$ cat config.mk
export PLATFORM = sky130hd
export DESIGN_NAME = pos_remote_tx_buffer
export DESIGN_NICKNAME = d
export VERILOG_FILES = /design/src/rtl/pos_remote_tx_buffer_pkg.sv /design/src/rtl/sync_fifo_fwft.sv /design/src/rtl/pos_remote_tx_buffer.sv
export SDC_FILE = /design/constraint.sdc
export NUM_CORES = 1
export LEC_CHECK = 0
export BUFFER_PORTS_ARGS = -buffer_cell sky130_fd_sc_hd__buf_2
export CORE_MARGIN = 2
export CORE_UTILIZATION = 60
export DETAILED_ROUTE_END_ITERATION = 7
export HOLD_SLACK_MARGIN = 0.12
export PLACE_DENSITY_LB_ADDON = 0.05
export SETUP_SLACK_MARGIN = 0.5
export SLEW_MARGIN = 20
export SYNTH_ARGS = -nofsm -noshare
export SYNTH_HDL_FRONTEND = slang
export SYNTH_SLANG_ARGS = --single-unit
$ cat constraint.sdc
create_clock -name clk -period 10.9 [get_ports clk]
set_input_delay 1.09 -clock clk [delete_from_list [all_inputs] [get_ports clk]]
set_output_delay 1.09 -clock clk [all_outputs]
set_load 0.05 [all_outputs]
$ cat src/rtl/pos_remote_tx_buffer_pkg.sv
// Shared widths and types for the remote transmit buffer.
//   OFFSET_PKT_STRUCT_WIDTH / GLOBAL_CELL_ID_WIDTH / NB_CELL_COUNT_WIDTH : field widths
//   TX_FLIT_WIDTH : one flit = {lifetime, gcid, offset_pkt}
//   txb_state_t   : flush state machine states
package pos_remote_tx_buffer_pkg;
    localparam int OFFSET_PKT_STRUCT_WIDTH = 27;
    localparam int GLOBAL_CELL_ID_WIDTH    = 3;
    localparam int NB_CELL_COUNT_WIDTH     = 5;
    localparam int TX_FLIT_WIDTH = OFFSET_PKT_STRUCT_WIDTH + 3*GLOBAL_CELL_ID_WIDTH
                                 + NB_CELL_COUNT_WIDTH;

    typedef enum logic [1:0] {TXB_IDLE, TXB_DRAIN, TXB_NULL} txb_state_t;
endpackage

$ cat src/rtl/sync_fifo_fwft.sv
// Generic first-word-fall-through FIFO with occupancy count.
//   clk, rst          : clock, synchronous active-high reset
//   wr_en, wr_data    : write (caller guarantees space, or a same-cycle read)
//   rd_en             : pop the head (caller guarantees count > 0)
//   rd_data           : head entry, valid whenever count > 0
//   count             : occupancy, 0..DEPTH
//   wr_ptr, rd_ptr    : slot indices, exported so callers can keep per-entry side bits
module sync_fifo_fwft #(
    parameter int DEPTH = 16,
    parameter int WIDTH = 8,
    localparam int AW   = $clog2(DEPTH)
) (
    input  logic             clk,
    input  logic             rst,
    input  logic             wr_en,
    input  logic [WIDTH-1:0] wr_data,
    input  logic             rd_en,
    output logic [WIDTH-1:0] rd_data,
    output logic [AW:0]      count,
    output logic [AW-1:0]    wr_ptr,
    output logic [AW-1:0]    rd_ptr
);
    logic [WIDTH-1:0] mem [DEPTH];

    // Storage is read straight from registers, so a write into an empty
    // FIFO is visible at the head on the following cycle.
    assign rd_data = mem[rd_ptr];

    always_ff @(posedge clk) begin
        if (wr_en) mem[wr_ptr] <= wr_data;
    end

    always_ff @(posedge clk) begin
        if (rst) begin
            wr_ptr <= '0;
            rd_ptr <= '0;
            count  <= '0;
        end else begin
            if (wr_en) wr_ptr <= wr_ptr + AW'(1);
            if (rd_en) rd_ptr <= rd_ptr + AW'(1);
            count <= count + (AW+1)'(wr_en) - (AW+1)'(rd_en);
        end
    end
endmodule

$ cat src/rtl/pos_remote_tx_buffer.sv
// Buffers position packets bound for the remote FPGA and presents them as
// one-flit transfers on a valid/ready link, with back pressure to the node
// and end-of-stream marking on flush.
//   clk, rst                      : clock, synchronous active-high reset
//   i_offset_pkt/i_gcid/i_lifetime: packet fields from the ring node
//   i_valid                       : push request
//   i_flush                       : one-cycle pulse closing the current stream
//   i_tx_ready                    : link accepts the flit this cycle
//   o_tx_flit/o_tx_valid/o_tx_last: link side; last qualified by valid
//   o_back_pressure               : registered almost-full to the node
//   o_overflow                    : sticky, a push was dropped
//   o_empty                       : nothing queued and no flush pending
module pos_remote_tx_buffer
    import pos_remote_tx_buffer_pkg::*;
#(
    parameter int DEPTH     = 16,
    parameter int AF_MARGIN = 4
) (
    input  logic                               clk,
    input  logic                               rst,
    input  logic [OFFSET_PKT_STRUCT_WIDTH-1:0] i_offset_pkt,
    input  logic [3*GLOBAL_CELL_ID_WIDTH-1:0]  i_gcid,
    input  logic [NB_CELL_COUNT_WIDTH-1:0]     i_lifetime,
    input  logic                               i_valid,
    input  logic                               i_flush,
    input  logic                               i_tx_ready,
    output logic [TX_FLIT_WIDTH-1:0]           o_tx_flit,
    output logic                               o_tx_valid,
    output logic                               o_tx_last,
    output logic                               o_back_pressure,
    output logic                               o_overflow,
    output logic                               o_empty
);
    localparam int PTR_W = $clog2(DEPTH);
    localparam int CNT_W = PTR_W + 1;

    txb_state_t         state;
    logic [DEPTH-1:0]   last_flags;
    logic [CNT_W-1:0]   count, count_next;
    logic [PTR_W-1:0]   wr_ptr, rd_ptr;
    logic [TX_FLIT_WIDTH-1:0] head;
    logic               fifo_valid, pop, wr_en;

    assign fifo_valid = (count != '0);
    // The null flit is not a FIFO entry, so its acceptance must not pop.
    assign pop        = i_tx_ready & fifo_valid & (state != TXB_NULL);
    assign wr_en      = i_valid & ((count < CNT_W'(DEPTH)) | pop);
    assign count_next = count + CNT_W'(wr_en) - CNT_W'(pop);

    sync_fifo_fwft #(.DEPTH(DEPTH), .WIDTH(TX_FLIT_WIDTH)) u_fifo (
        .clk     (clk),
        .rst     (rst),
        .wr_en   (wr_en),
        .wr_data ({i_lifetime, i_gcid, i_offset_pkt}),
        .rd_en   (pop),
        .rd_data (head),
        .count   (count),
        .wr_ptr  (wr_ptr),
        .rd_ptr  (rd_ptr)
    );

    assign o_tx_valid = (state == TXB_NULL) | fifo_valid;
    assign o_tx_flit  = (state == TXB_NULL || !fifo_valid) ? '0 : head;
    assign o_tx_last  = (state == TXB_NULL) | (fifo_valid & last_flags[rd_ptr]);
    assign o_empty    = (count == '0) & (state == TXB_IDLE);

    always_ff @(posedge clk) begin
        if (rst) begin
            state           <= TXB_IDLE;
            last_flags      <= '0;
            o_back_pressure <= 1'b0;
            o_overflow      <= 1'b0;
        end else begin
            o_overflow      <= o_overflow | (i_valid & ~wr_en);
            o_back_pressure <= (count_next >= CNT_W'(DEPTH - AF_MARGIN));

            // Every write sets its own flag; only a flush arriving with
            // the write makes it the stream end.
            if (wr_en) last_flags[wr_ptr] <= i_flush & (state == TXB_IDLE);

            case (state)
                TXB_IDLE: if (i_flush) begin
                    if (wr_en) begin
                        state <= TXB_DRAIN;
                    end else if (count != '0 && !(pop && count == CNT_W'(1))) begin
                        last_flags[wr_ptr - PTR_W'(1)] <= 1'b1;
                        state <= TXB_DRAIN;
                    end else begin
                        // Nothing left to mark (including the only entry
                        // leaving right now): close the stream with a null flit.
                        state <= TXB_NULL;
                    end
                end
                TXB_DRAIN: if (pop && last_flags[rd_ptr]) state <= TXB_IDLE;
                TXB_NULL:  if (i_tx_ready) state <= TXB_IDLE;
                default:   state <= TXB_IDLE;
            endcase
        end
    end
endmodule

==> Yosys cells after proc, flatten, opt, wreduce, memory -nomap -nowiden <==
Memories as Yosys holds them, arrays and structs flattened. A register that Yosys moved wholly into a read port is not among the register bits.
Cells that the tools add are included.
{ "totals": {"register_bits": 33, "latch_bits": 0, "mem_bits_rw": 656, "mem_bits_ro": 0, "wordCells": 76, "memories": 1} }
{ "op_classes": {"add_sub_neg": 5, "mul": 0, "div": 0, "order_cmp": 7, "n_eq_ne": 7, "n_shift": 0, "n_mux": 24, "bitwise_logic": 13, "reduce_logical": 12} }
{ "mem_list": {"columns": ["name", "depth", "width", "read_ports", "rd_ports_with_merged_regs", "write_ports", "line", "source"], "rows": [
  ["u_fifo.mem", 16, 41, 1, 1, 1, "sync_fifo_fwft.sv:23", "logic [WIDTH-1:0] mem [DEPTH];"]
]} }
{ "op_table": {"columns": ["operator", "count"], "rows": [
  ["16-bit two-way mux", 6],
  ["41-bit two-way mux", 1],
  ["16-bit bitwise mux", 1],
  ["16-bit bitwise OR", 1],
  ["4-bit by 5-bit less-than comparator with 1-bit output (second input constant)", 3],
  ["2-bit two-way mux", 5],
  ["4-bit by 1-bit adder with 4-bit output (second input constant)", 2],
  ["1-bit demux with 4-bit select", 2],
  ["4-bit by 1-bit greater-or-equal comparator with 1-bit output (second input constant)", 2],
  ["4-bit two-way mux", 2],
  ["2-bit inequality test (second input constant)", 4],
  ["1-bit AND", 7],
  ["2-bit one-hot mux with 3 select lines", 1],
  ["5-bit by 1-bit adder with 5-bit output", 1],
  ["5-bit by 1-bit equality test with 1-bit output (second input constant)", 1],
  ["5-bit by 4-bit greater-or-equal comparator with 1-bit output (second input constant)", 1],
  ["1-bit logical AND", 5],
  ["5-bit logical NOT", 1],
  ["5-bit less-than comparator (second input constant)", 1],
  ["1-bit two-way mux", 5],
  ["5-bit nonzero test", 1],
  ["5-bit by 1-bit subtractor with 5-bit output", 1],
  ["1-bit binary-select mux with 4-bit select", 1],
  ["1-bit bitwise OR", 4],
  ["other kinds (8)", 9]
]} }

==> Logic depth before layout (Yosys ltp) <==
{ "depth": {"word_depth": 12, "ltp_mapped": 15} }

==> Hierarchy <==
A second synthesis with hierarchy kept.
{ "hier_totals": {"hier_cells": 1347, "area_unflattened_um2": 27134.8} }
{ "modules_own_cells": {"columns": ["mod", "instances", "cells_per_inst", "area_each_um2", "seq_area_each_um2"], "rows": [
  ["sync_fifo_fwft", 1, 1095, 25298.0, 20039.2],
  ["pos_remote_tx_buffer", 1, 252, 1836.8, 400.4]
]} }

==> Worst setup path before layout <==
OpenSTA, ideal clock, no wires.
{ "synth_timing": {"kind": "input to register", "start": "in i_valid", "end": "reg last_flags[0]", "setup_ns": 0.294, "t_arrival_ns": 4.626, "slack_ns": 5.980, "stages": 5, "n_path_buf": 0, "path_cell_list": "inv_1 > o22ai_4 > nand2_1 > nor3_1 > o221ai_1"} }
{ "synth_between": {"elab_chain_cells": 8} }
{ "synth_rtl": {"columns": ["item", "line", "source"], "rows": [
  ["start: declaration", "pos_remote_tx_buffer.sv:24", "input logic i_valid,"],
  ["1-bit AND *", "pos_remote_tx_buffer.sv:47", "assign wr_en = i_valid & ((count < CNT_W'(DEPTH)) | pop);"],
  ["16-bit two-way mux", "pos_remote_tx_buffer.sv:79", "if (wr_en) last_flags[wr_ptr] <= i_flush & (state == TXB_IDLE);"],
  ["16-bit two-way mux", "pos_remote_tx_buffer.sv:68", "if (rst) begin"],
  ["16-bit bitwise OR (no line)", null, null],
  ["16-bit two-way mux", "pos_remote_tx_buffer.sv:85", "end else if (count != '0 && !(pop && count == CNT_W'(1))) begin"],
  ["16-bit two-way mux", "pos_remote_tx_buffer.sv:83", "if (wr_en) begin"],
  ["16-bit two-way mux", "pos_remote_tx_buffer.sv:82", "TXB_IDLE: if (i_flush) begin"],
  ["16-bit two-way mux *", "pos_remote_tx_buffer.sv:81", "case (state)"],
  ["end signal: indexed assignment", "pos_remote_tx_buffer.sv:79", null],
  ["end: declaration", "pos_remote_tx_buffer.sv:38", "logic [DEPTH-1:0] last_flags;"]
]} }
Mark *: on every way between the ends. The rest lies on a longest branch, timed or not. The select of a mux whose other input is x is not followed.
A chain may end at the register's enable or synchronous reset.

==> flow_summary.ini <==
[outcome]
status = complete, no violations

[critical_path]
critical-path-top-delay-family = buffers and inverters
crit_buf_inv = 2
critPathMaxStageDelay_ns = 0.93
crit_slowest_cell = dfxtp_4
crit_required_ns = 9.81
endpoint_kind = output port
critPathLaunchType = flop
cp_cell_sequence = buf_4, mux4_2, mux2i_1, o22ai_1, buf_2
critPathMaxFanout = 49
worstPathArrival_ns = 3.80
path_class = reg2out

[power]
p_int_mw = 4.97
pwr-share-clk_pct = 31.7
swShare_pct = 30.2
power_frac_comb_pct = 24.4
p_per_area_mw_per_mm2 = 236
sequentialPowerShare_pct = 43.9
switching_power_mw = 2.15
leakage_nw = 9.37
max-vdd-ir-drop_mv = 0.253

[flow_run]
cap_violations = 0

[clock_tree]
clockRootBuffer = clkbuf_16
clock_latency_ns = 0.58
clockBufferDepth = 3
cts_tree = yes
clk_pin_slew_ns = 0.06
cts_buffers = 69
cts_hold_buf = 0
cts_max_level = 3
cts_resized = 0
post_cts_buffers = 0
cts.sinks = 693

[yosys]
yosysWarnings = 0
ys_ff_latch = 693
syn_nets = 1310
ys_top_cells_by_area = edfxtp_1, mux4_2, mux2i_1
seq_area_frac_synth_pct = 76.0
yosysTopAreaCell = edfxtp_1
dominantRegCellSynth = edfxtp_1
ys_types = 46
synth_top_cell_area_share_pct = 73.2
yosysMostFrequentCell = edfxtp_1
synth_edf_count = 656
synthTopCellsByCount = edfxtp_1, mux4_2, mux2i_1, o22ai_1, dfxtp_1
synth.avg_cell_area_um2 = 21.5
async_flop_share_pct = 0
syn_area_mm2 = 0.0269
synthCells = 1249

[global_routing]
grt_pass1_wl_um = 84700
grt.total_usage_pct = 25.2
grt_pass1_vias = 13300
overflow = 0
grt_max_degree = 72
antenna_found_initial = 5

[timing]
period_share_pct = 44.8
max_freq_mhz = 205
finalSetupTns_ns = 0
skew_ns = 0.0126
hold_viol_final = 0
rsz0062_at_grt = no
setup_slack_ns = 6.01
setup_viol = 0
slew_viol_final = 0
finalCriticalPeriod_ns = 4.89
timing.slew.headroom_pct = 28.4
max_slew.worst_pin.slew_ns = 1.07

[drt]
routedWlPerCell_um = 28.5
final_antenna_net_count = 0
drt_first_pass_iters = 5
wl_um = 57400
vias = 12900
drc = 0
vias_per_cell = 6.42
drtIter0Drc = 1424

[place]
io_buffer_count = 91
dp_slack_ns = 6.50
place.gp.congestion = 0.826
placed_cell_area_mm2 = 0.0281
dp_hpwl_um = 29500

[floorplanning]
die_h_um = 216
rows = 77
start_util_pct = 60.8
io_pins = 92
dieArea_mm2 = 0.0465
core_mm2 = 0.0442
fp.dieW_um = 216

[layout]
design_area_mm2 = 0.0302
drive_above_1_share_pct = 28.6
final_nets = 1434
syn_to_final_growth_pct = 12.4
final_util_pct = 68.3

[hold_path]
holdCritPathClass = reg2reg
## cell families after synthesis
group | Yosys count | share of synthesized area [%]
XOR/XNOR | 12 | 0.391
buffers and inverters | 79 | 1.46
AO/OA/AOI/OAI | 82 | 2.16
multiplexers | 255 | 17.1
flip-flops | 693 | 76.0
AND/OR/NAND/NOR | 113 | 2.14
adder cells (fa/ha/maj) | 15 | 0.726
## per-layer routing
metal | global-route usage (%) | vias up | share of wire (%)
met1 | 36.1 | 6920 | 42
met2 | 40.6 | 451 | 50
met3 | 4.65 | 80 | 6.3
li1 | - | 5480 | -
met5 | 0 | - | 0.078
met4 | 7.26 | 6 | 2.0
## through the flow
stage	power [mW]	hold slack (ns)	instances
2_1_floorplan	4.51	0.469	1249
3_3_place_gp	4.92	0.462	1894
3_5_place_dp	4.94	0.458	1894
4_1_cts	7.18	0.475	2014
5_1_grt	7.39	0.499	2015
6_report	7.12	0.473	2015
## flip-flops by register name, indices dropped and copies added (netlist names), named ones only
register and count:
state 2, u_fifo.wr_ptr 4, o_overflow 1, u_fifo.rd_ptr 4
last_flags 16, o_back_pressure 1, u_fifo.count 5, u_fifo.mem 656
## path summary, 6_finish.rpt
check | from | to | slack [ns] | depth (start not counted)
worst min-delay path | o_overflow$_SDFF_PP0_ | o_overflow$_SDFF_PP0_ | 0.47 | 2
worst max-delay path | flop | o_tx_flit[32] | 6.01 | 5
worst min register to register | o_overflow$_SDFF_PP0_ | o_overflow$_SDFF_PP0_ | 0.47 | 2
worst max register to register | state[0]$_SDFFE_PP0P_ | u_fifo.mem[0][13]$_DFFE_PP_ | 7.47 | 5
## area by class of cell
cell class	instances	area, um2
diodes	1	2.50
flip-flops and latches	693	20500
fillers	2805	14000
well taps	592	741
clock inverters	33	274
multi-input cells	477	6170
inverters	14	52.6
repair buffers	118	662
clock buffers	87	1870
## cells in the final DEF, fill, tap and decap left out, types with 6 or more instances in the layout
cell type and instances:
mux4_2 164, inv_1 13, buf_2 91, xnor2_1 7, clkbuf_16 71, clkinv_1 16
edfxtp_1 656, clkinv_2 11, clkbuf_1 13, nor3_2 6, buf_4 26, o22ai_1 48
nand2_1 27, nor2_1 25, dfxtp_1 34, mux2i_1 87, ha_1 14, o221ai_1 9
nand2b_1 6, nand4_1 13, nor2_4 11
## power by group through the flow
stage / Sequential [mW] / Combinational [mW] / Clock [mW]
final: 3.13 / 1.74 / 2.26
after global routing: 3.14 / 1.84 / 2.41
after CTS: 3.13 / 1.76 / 2.29
after detailed placement: 3.19 / 1.75 / 0
after global placement: 3.18 / 1.74 / 0
after floorplan: 3.13 / 1.38 / 0
## worst min-delay path: stages (launching register included)
cell and delay [ns]:
dfxtp_1 0.33, a31oi_1 0.04, nor2_1 0.07
(Power assumes the default switching activity.)
